## src/rtl/sample_pacer.sv

```systemverilog
// rtl/sample_pacer.sv - paces buffered audio words out as one sample per freq_count cycles
module sample_pacer #(
  parameter int N        = 32,
  parameter int WORD_W   = 32,
  parameter int SAMPLE_W = 8
) (
  input  logic                clk_in,
  input  logic                reset,
  input  logic                enable,
  input  logic [N-1:0]        freq_count,
  input  logic                word_valid,
  input  logic [WORD_W-1:0]   word_data,
  output logic                word_ready,
  output logic [SAMPLE_W-1:0] sample_out,
  output logic                sample_strobe,
  output logic                underrun
);

  localparam int SPW   = WORD_W / SAMPLE_W;
  localparam int IDX_W = (SPW > 1) ? $clog2(SPW) : 1;

  typedef enum logic {EMPTY, FULL} state_t;

  logic [N-1:0]        cnt_q, cnt_d, eff;
  logic                tick;
  state_t              state_q;
  logic [IDX_W-1:0]    idx_q;
  logic [WORD_W-1:0]   word_q, shifted;
  logic [SAMPLE_W-1:0] sample_q;
  logic                strobe_q, underrun_q;

  // freq_count is compared live so a shortened period takes effect immediately
  always_comb begin
    eff   = (freq_count == '0) ? N'(1) : freq_count;
    tick  = enable && (cnt_q >= eff - N'(1));
    cnt_d = cnt_q + N'(1);
    if (!enable || tick) begin
      cnt_d = '0;
    end
  end

  always_ff @(posedge clk_in or negedge reset) begin
    if (!reset) begin
      cnt_q <= '0;
    end else begin
      cnt_q <= cnt_d;
    end
  end

  assign shifted = word_q >> (idx_q * SAMPLE_W);

  always_ff @(posedge clk_in or negedge reset) begin
    if (!reset) begin
      state_q    <= EMPTY;
      idx_q      <= '0;
      word_q     <= '0;
      sample_q   <= '0;
      strobe_q   <= 1'b0;
      underrun_q <= 1'b0;
    end else begin
      strobe_q   <= 1'b0;
      underrun_q <= 1'b0;
      case (state_q)
        EMPTY: begin
          // a tick landing on the refill cycle is still an underrun
          if (tick) begin
            underrun_q <= 1'b1;
          end
          if (word_valid) begin
            word_q  <= word_data;
            idx_q   <= '0;
            state_q <= FULL;
          end
        end
        FULL: begin
          if (tick) begin
            sample_q <= shifted[SAMPLE_W-1:0];
            strobe_q <= 1'b1;
            idx_q    <= idx_q + IDX_W'(1);
            if (idx_q == IDX_W'(SPW - 1)) begin
              state_q <= EMPTY;
            end
          end
        end
        default: state_q <= EMPTY;
      endcase
    end
  end

  assign word_ready    = (state_q == EMPTY);
  assign sample_out    = sample_q;
  assign sample_strobe = strobe_q;
  assign underrun      = underrun_q;

endmodule

```

## config.mk

```make
export PLATFORM = sky130hd
export DESIGN_NAME = sample_pacer
export DESIGN_NICKNAME = d
export VERILOG_FILES = /design/src/rtl/sample_pacer.sv
export SDC_FILE = /design/constraint.sdc
export NUM_CORES = 1
export LEC_CHECK = 0
export CORE_MARGIN = 4
export CORE_UTILIZATION = 56
export CTS_BUF_LIST = sky130_fd_sc_hd__clkbuf_2
export DETAILED_ROUTE_END_ITERATION = 8
export PLACE_DENSITY = 0.92
export SLEW_MARGIN = 5
export SYNTH_ARGS = -nofsm -noshare
export SYNTH_HDL_FRONTEND = slang
export SYNTH_SLANG_ARGS = --single-unit
export TNS_END_PERCENT = 10
```

## constraint.sdc

```tcl
create_clock -name clk_in -period 2.8 [get_ports clk_in]
set_input_delay 0.56 -clock clk_in [delete_from_list [all_inputs] [get_ports clk_in]]
set_output_delay 0.56 -clock clk_in [all_outputs]
set_load 0.02 [all_outputs]
```

==> results of run 1 <==
[timing repair]
item                                    4_1_cts  5_1_grt
endpoints found under the setup margin       45       45
pin swaps                                    22       15
buffers inserted                              9        4
gates resized for setup                      42       15
cloned                                        1        0
[metrics by stage]
step	utilization, %	setup slack [ps]	setup TNS, ps	hold slack [ps]
after global placement	74.0	-2610	-111670	462
after floorplan	-	-2280	-97370	264
final	78.7	-1910	-77180	193
after detailed placement	74.0	-2720	-116760	474
after CTS	77.6	-1740	-70420	185
after global routing	78.7	-1990	-79970	204
[state kept, by name, summed over array words and instances (netlist names)]
name	flops
idx_q	2
sample_out	8
state_q	1
word_q	32
sample_strobe	1
underrun	1
cnt_q	32
[where the power goes]
group / leakage (nW) / internal, mW / switching (mW)
combinational: 1.82 / 0.262 / 0.170
sequential: 1.01 / 1.18 / 0.0463
clock: 0.0705 / 0.282 / 0.361
total: 2.90 / 1.73 / 0.577
[worst max path at each step]
| stage | end | depth (start not counted) | slack (ps) |
|---|---|---|---|
| final | sample_out[4] | 20 | -1910 |
| after global routing | sample_out[4] | 20 | -1990 |
| after CTS | idx_q[1] | 20 | -1740 |
| after detailed placement | idx_q[1] | 20 | -2720 |
| after global placement | sample_out[6] | 20 | -2610 |
| after floorplan | idx_q[1] | 19 | -2280 |
[kinds of logic (layout without fill, tap and decap cells)]
family                     after synthesis  count (layout)  synth area share (%)
xor gates and xnor gates                58              58                  10.8
AOI/OAI and AO/OA                       33              33                  4.56
adders and majority gates               35              35                  9.28
muxes                                   49              49                  13.6
buffers and inverters                   24             179                  1.96
and+or+nand+nor                        172             172                  19.0
DFF                                     77              77                  40.8
[cell usage after synthesis, types with 8 or more instances]
cell	instances	area, um2
sky130_fd_sc_hd__dfrtp_1	77	1930
sky130_fd_sc_hd__nor2_1	56	210
sky130_fd_sc_hd__mux2_2	41	462
sky130_fd_sc_hd__xnor2_1	37	324
sky130_fd_sc_hd__ha_1	35	438
sky130_fd_sc_hd__nand2_1	26	97.6
sky130_fd_sc_hd__xor2_1	21	184
sky130_fd_sc_hd__nand3_1	15	75.1
sky130_fd_sc_hd__nor3_1	15	75.1
sky130_fd_sc_hd__clkbuf_1	12	45.0
sky130_fd_sc_hd__a21oi_1	11	55.1
sky130_fd_sc_hd__inv_1	9	33.8
sky130_fd_sc_hd__mux4_2	8	180
sky130_fd_sc_hd__o21ai_0	8	40.0
[per-layer routing]
layer | GRT usage [%] | share of wire [%] | vias to the layer above | wire, um
li1 | - | - | 1913 | -
met1 | 30.7 | 38 | 1966 | 4920
met2 | 45.7 | 52 | 173 | 6650
met3 | 6.74 | 7.5 | 35 | 974
met4 | 10.5 | 2.7 | 0 | 351
met5 | 0 | 0 | - | 0
[cell type report]
cell class,instances,area (um2),share of cell area [%]
Sequential cell,77,1930,29.8
Tap cell,105,131,2.03
Clock inverter,6,78.8,1.22
Inverter,9,33.8,0.522
Multi-Input combinational cell,347,2880,44.5
Timing Repair Buffer,155,1370,21.2
Clock buffer,9,45.0,0.696
[worst max-delay path, delay by kind of cell]
family | cells | cell delay, ps
simple gates | 12 | 2900
fa+ha+maj | 2 | 440
mux | 1 | 310
xor+xnor | 1 | 130
compound gates | 2 | 410
buf+inv | 2 | 330
[placed cells by master, fill, tap and decap left out, types with 3 or more instances in the layout]
| cell type | n |
|---|---|
| sky130_fd_sc_hd__and3_1 | 7 |
| sky130_fd_sc_hd__o21ai_0 | 8 |
| sky130_fd_sc_hd__or3_1 | 4 |
| sky130_fd_sc_hd__nand4_1 | 7 |
| sky130_fd_sc_hd__mux2_4 | 6 |
| sky130_fd_sc_hd__buf_4 | 73 |
| sky130_fd_sc_hd__xor2_1 | 21 |
| sky130_fd_sc_hd__mux2_2 | 35 |
| sky130_fd_sc_hd__nor3_1 | 14 |
| sky130_fd_sc_hd__a21oi_1 | 10 |
| sky130_fd_sc_hd__clkinv_1 | 3 |
| sky130_fd_sc_hd__dlymetal6s2s_1 | 3 |
| sky130_fd_sc_hd__or4_4 | 6 |
| sky130_fd_sc_hd__dlygate4sd2_1 | 7 |
| sky130_fd_sc_hd__clkdlybuf4s50_1 | 64 |
| sky130_fd_sc_hd__dfrtp_1 | 77 |
| sky130_fd_sc_hd__and4_1 | 4 |
| sky130_fd_sc_hd__mux4_2 | 8 |
| sky130_fd_sc_hd__xnor2_1 | 37 |
| sky130_fd_sc_hd__nand2b_1 | 3 |
| sky130_fd_sc_hd__ha_1 | 34 |
| sky130_fd_sc_hd__buf_6 | 5 |
| sky130_fd_sc_hd__inv_1 | 9 |
| sky130_fd_sc_hd__nand2_1 | 24 |
| sky130_fd_sc_hd__nor3_2 | 3 |
| sky130_fd_sc_hd__or3_4 | 3 |
| sky130_fd_sc_hd__nor2_1 | 55 |
| sky130_fd_sc_hd__clkbuf_2 | 9 |
| sky130_fd_sc_hd__and2_1 | 3 |
| sky130_fd_sc_hd__nor4_1 | 5 |
| sky130_fd_sc_hd__nand3_1 | 14 |
==> run summary, run 1 <==
The synthesized cell area came out at 4720 um2. The worst setup path is launched from a primary input. The leakage power summed over all cells came out at 2.90 nW.

The clock sink count came out at 77. Including well taps, the total number of placed cells is 679. The type of the worst setup path is primary input to register.

The number of clock buffers added by TritonCTS is 9. In this run the tool buffered the top-level ports with 78 buffer cells. Among all stages on the critical path, the largest delay is contributed by sky130_fd_sc_hd__or4_4.

The register-to-register setup slack is 50 ps. The startpoint of the worst setup timing path is freq_count[24]. The area of placed instances came out at 6080 um2. The async set-reset flop share out of synthesis is 100%. The worst vdd rail ir drop came out at 0.365 mV. The worst-skew pair later-pin latency is 480 ps. The effective utilization at floorplan came out at 57.4%.

The minimum setup slack in the final design came out at -1910 ps. The path class of the tightest hold or removal check is primary input to asynchronous set/reset pin. The largest clock skew in the final design came out at 17.0 ps. The maximum cell stage delay along the critical path came out at 550 ps.

The detailed placement HPWL came out at 9.08 mm. The level count of the clock H-tree is 3. The hold violation total from the final report is 0.

The initialized floorplan defines 33 standard-cell rows. For this design the ratio of total power to cell area is 356 nW/um2. The number of filler cells placed in the layout is 478. The most numerous cell type found on the critical path is sky130_fd_sc_hd__or4_4. The floorplan die width came out at 99.8 um. Counting along the longest clock path gives a buffer depth of 2. The number of buffers inserted by hold repair at cts is 0.

The number of global-route vias before repair is 4413. The full die area is 9960 um2. The ratio of final minimum period to clock period came out at 168%. The total detailed-routing wirelength is 12.9 mm.

The clock tree from TritonCTS is built. In the routed design, unresolved DRC markers number 0. A synthesized cell averages 10.5 um2. The total number of nets in the final design came out at 702. In this run the worst path has a maximum fanout of 6. The sequential element share of the synthesized area came out at 40.8%. The count of cell types in the netlist is 48. The overall power after layout came out at 2.30 mW. The number of ports placed on the die boundary is 79. The startpoint of the worst-slack reg-to-reg timing path is cnt_q[5]. The number of nets in the synthesized netlist is 551. The number of cells in the finished layout apart from fillers is 708. The layout overhead on the synthesized area came out at 37.1%. The most used flip-flop cell after synthesis is sky130_fd_sc_hd__dfrtp_1. For this run the aggregate overflow at the end of global routing stands at 0. Summing all non-filler instances in the final layout gives an area of 6470 um2. The synthesized design contains 77 register bits. The final reports fail on negative setup slack.

The initial antenna violation count is 0. The pre-antenna-repair detailed-routing pass consisted of 5 iterations. The number of synthesized flops with an enable pin came out at 0. The number of inserted diodes is 0. The congestion estimate from routability-driven global placement came to 0.881.

The global-route wire length before repair came out at 20.8 mm. Traced cell by cell, the critical path runs through buf_2 -> or3_4 -> or4_4 -> or4_4 -> nor2_4 -> nor2_4 -> ha_4 -> nand2b_4 -> nor3_2 -> and4bb_2 -> and3b_2 -> and2b_1 -> xnor2_1 -> ha_1 -> nand4_1 -> or4_4 -> a311oi_4 -> o211ai_1 -> buf_4 -> mux2_4. During synthesis, Yosys emitted a total of 0 warnings.

The clock root buffer master is sky130_fd_sc_hd__clkbuf_2. Across the run, the number of max-cap violations was 0. The number of cells on the worst reg-to-reg path is 12.

The setup-violating endpoint count in the final report came out at 45. The required time of the critical path came out at 3180 ps. The reg-to-reg critical path endpoint is idx_q[0]. The routed wire length per instance is 18.2 um.

The count of antenna-violating nets left after detailed routing came out at 0. The minimum period implied by the final worst setup slack is 4710 ps. Setup repair after global routing could not meet its margin everywhere.

Using the TritonRoute via totals, the vias-per-cell ratio works out to 5.77. The transition time of the tightest slew-check pin came out at 941 ps. The flow ran to the end, but the final reports show violations. The maximum number of pins on one net before global-route repair came out at 78.

After the first detailed-routing iteration, the DRC count stood at 302. Cells with a size suffix above 1 make up 29.0% of the layout. STA classifies the critical path endpoint as a register. The maximum clock rate came out at 212 MHz.

The floorplan die height came out at 99.8 um. Measured against its own limit, the worst slew margin works out to 37.2%. Clock-pin slew was measured on the worst setup and hold paths at 180 ps. The max-slew violation count is 0.

The total routing usage reported by global routing is 26.2%. The cell count after synthesis is 448. The core footprint is 8220 um2. The total number of vias came out at 4087. The data arrival time of the critical path is 5090 ps.
(Power assumes the default switching activity.)
==> inputs of run 2 (changes only) <==
Settings changed: CORE_MARGIN 4 to unset.
==> run 2 against run 1 <==
Effect of this change:
- the run still ends with negative setup slack left
- die area decreased by 12%
- critical path depth unchanged
- sequential share of layout area increased by 0.24 points
- worst hold slack got worse by 26 ps
- fmax decreased by 0.71%
- non-clock buffer count increased by 2
- largest cell class unchanged
- critical endpoint is now sample_out[3]
- final cell count increased by 0.28%
- sequential power about the same
- count of clock-buffer cells in the layout unchanged
- core utilization decreased by 0.23 points
- clock power increased by 17%
==> run summary, run 2 (same netlist as run 1, synthesis figures left out) <==
The run finished, with violations left. The checks that failed: negative setup slack. The total routing usage reported by global routing is 29.7%. The count of antenna-violating nets left after detailed routing came out at 0.

The worst-skew pair later-pin latency is 530 ps. The power per standard cell area is 374 nW/um2. The setup-violating endpoint count in the final report is 45. The max-slew violation count is 0. STA classifies the critical path startpoint as a primary input. The number of inserted diodes came out at 0.

Across all setup checks in the final design, the least slack found is -1940 ps. The level count of the clock H-tree came out at 3. The fraction of layout instances using a drive strength above 1 came out at 28.4%. The transition time of the tightest slew-check pin is 953 ps. The maximum clock rate came out at 211 MHz. The net count of the finished layout is 704.

The slowest stage of the critical path is the sky130_fd_sc_hd__or4_4 cell. After global routing, the most crowded layer is met2. The final-layout setup total negative slack is -77550 ps. The ratio of final minimum period to clock period came out at 169%.

In this run the clock root is driven by a sky130_fd_sc_hd__clkbuf_2. Relative to the synthesized area, the layout overhead comes to 36.0%. The worst vdd rail ir drop came out at 0.445 mV. The critical path in this run is classified as primary input to register. In the routed design, unresolved DRC markers number 0. The tool flagged a number of max-cap violations equal to 0.

The number of ports placed on the die boundary is 79. The hold violation total from the final report is 0. After clock tree synthesis, the clock-pin slew on the worst setup and hold paths is 190 ps. The initial antenna violation count came to 0. For this configuration, the core starts out at a cell density of 57.7%.

The share of the core filled with cells in the final layout came out at 78.5%. Walking the worst path, the cells encountered are buf_6 -> or3_4 -> or4_4 -> or4_4 -> nor2_4 -> nor2_2 -> ha_2 -> nand2b_4 -> nor3_2 -> and4bb_2 -> and3b_2 -> and2b_1 -> xnor2_1 -> ha_1 -> nand4_1 -> or4_4 -> a311oi_2 -> o211ai_1 -> buf_4 -> mux2_4. The data arrival time of the critical path came out at 5130 ps. The full die area is 8800 um2. The pre-antenna-repair detailed-routing pass consisted of 5 iterations. Counting both buffers and inverters, the worst setup path holds a total of 2. The top cell types in the final layout, fill and taps aside, are sky130_fd_sc_hd__buf_4, sky130_fd_sc_hd__dfrtp_1, sky130_fd_sc_hd__clkdlybuf4s50_1. The final layout contains routed wiring with a total length of 12.5 mm. Entering global routing, the biggest net connects 78 pins. The detailed placement HPWL came out at 9.04 mm. The floorplan die width came out at 93.8 um.

The startpoint of the worst-slack reg-to-reg timing path is cnt_q[7]. The core footprint is 8180 um2. STA classifies the critical path endpoint as a register. The most frequent standard cell in the layout excluding fill and tap cells is sky130_fd_sc_hd__buf_4.

Overall power consumption after layout is estimated at 2.40 mW. The per-cell via count in the routed design is 5.79. Counting the buffers created by CTS gives 9. The required time of the critical path came out at 3190 ps. The global-route wire length before repair came out at 19.9 mm. The global routing usage on met2 came out at 54.0%. The longest clock path from root to sink contains 2 buffers.

Counting I/O delays and the setup requirement, the final critical path takes 4740 ps. The largest clock skew in the final design came out at 41.5 ps. The floorplan die height came out at 93.8 um. The count of port buffers added during placement came out at 78.

The met3 track utilization from global routing is 6.72%. The total global routing overflow is 0. The clock sink count came out at 77. Routability-driven placement finished with a final weighted congestion of 0.889.

The family with the most delay on the worst path is simple AND/OR/NAND/NOR gates. For this run, the slowest stage of the critical path takes 530 ps. The standard-cell row count is 33.

The reg-to-reg critical path endpoint is sample_out[6]. In this run the worst path has a maximum fanout of 6. The leakage power summed over all cells is 2.87 nW. The tightest min-delay check is of the primary input to asynchronous set/reset pin type.

The routed wire length per instance is 17.6 um. The cell repeated most along the worst path is sky130_fd_sc_hd__or4_4. The worst slew slack as a fraction of its limit came out at 36.5%. The total number of vias is 4114. Setup repair after global routing could not meet its margin everywhere. The met1 usage came out at 33.7%. The iteration-0 DRC count of the detailed router is 279.

The register-to-register setup slack came out at 100 ps. The number of global-route vias before repair is 4377. The worst-case reg-to-reg path depth came out at 9.

TritonCTS built the clock tree.
run 2: cell types whose count changed in the layout (fill, tap and decap cells not counted), moves of 3 or more:
| cell | previous run | this run |
|---|---|---|
| sky130_fd_sc_hd__clkdlybuf4s50_1 | 64 | 61 |
| sky130_fd_sc_hd__buf_4 | 73 | 78 |
| sky130_fd_sc_hd__mux2_2 | 35 | 39 |
| sky130_fd_sc_hd__dlygate4sd2_1 | 7 | 11 |
| sky130_fd_sc_hd__buf_6 | 5 | 2 |
| sky130_fd_sc_hd__mux2_4 | 6 | 2 |
run 2: how the worst max path moves through the flow:
| stage | depth (start not counted) | slack, ps | start | end |
|---|---|---|---|---|
| after global placement | 20 | -2610 | freq_count[23] | sample_out[4] |
| final | 20 | -1940 | freq_count[25] | sample_out[3] |
| after detailed placement | 20 | -2720 | freq_count[23] | sample_out[7] |
| after CTS | 20 | -1820 | freq_count[25] | sample_out[4] |
| after floorplan | 19 | -2280 | freq_count[23] | idx_q[1] |
| after global routing | 20 | -2010 | freq_count[25] | sample_out[3] |
run 2: worst register-to-register path, delay by kind of cell (launching register included):
family | cells | cell delay, ps
buffers and inverters | 2 | 420
flip-flops | 1 | 460
adder cells (fa/ha/maj) | 1 | 320
AO/OA/AOI/OAI | 5 | 1040
multiplexers | 1 | 350
run 2: metal layers:
metal  share of wire (%)  wire length, um  up-vias
li1                    -                -     1904
met1                  40             4960     1984
met2                  51             6380      184
met3                 6.0              748       42
met4                 3.1              388        0
met5                   0                0        -
run 2: timing repair:
item                       CTS  global route
setup buffers                8             6
hold buffers                 0             0
setup endpoints to repair   45            45
cloned                       1             0
pin swaps                   22             7
resized for setup           37             3
run 2: report_power, final:
group	total, mW	internal (mW)	switching [mW]	leakage (nW)
combinational	0.423	0.257	0.166	1.77
sequential	1.23	1.18	0.0456	1.01
clock	0.750	0.373	0.377	0.0868
run 2: metrics by stage:
stage	area, um2	setup slack [ps]	hold WS [ps]	std cells
floorplan	4750	-2280	264	448
global placement	6100	-2610	460	680
detailed placement	6100	-2720	472	680
CTS	6360	-1820	155	704
global route	6420	-2010	195	710
finish	6420	-1940	167	710
run 2: layout make-up:
class	count	area (um2)
clock buffers	9	45.0
clock inverters	6	103
fillers	531	1760
inverters	9	33.8
multi-input cells	347	2810
flip-flops and latches	77	1930
well taps	105	131
repair buffers	157	1370
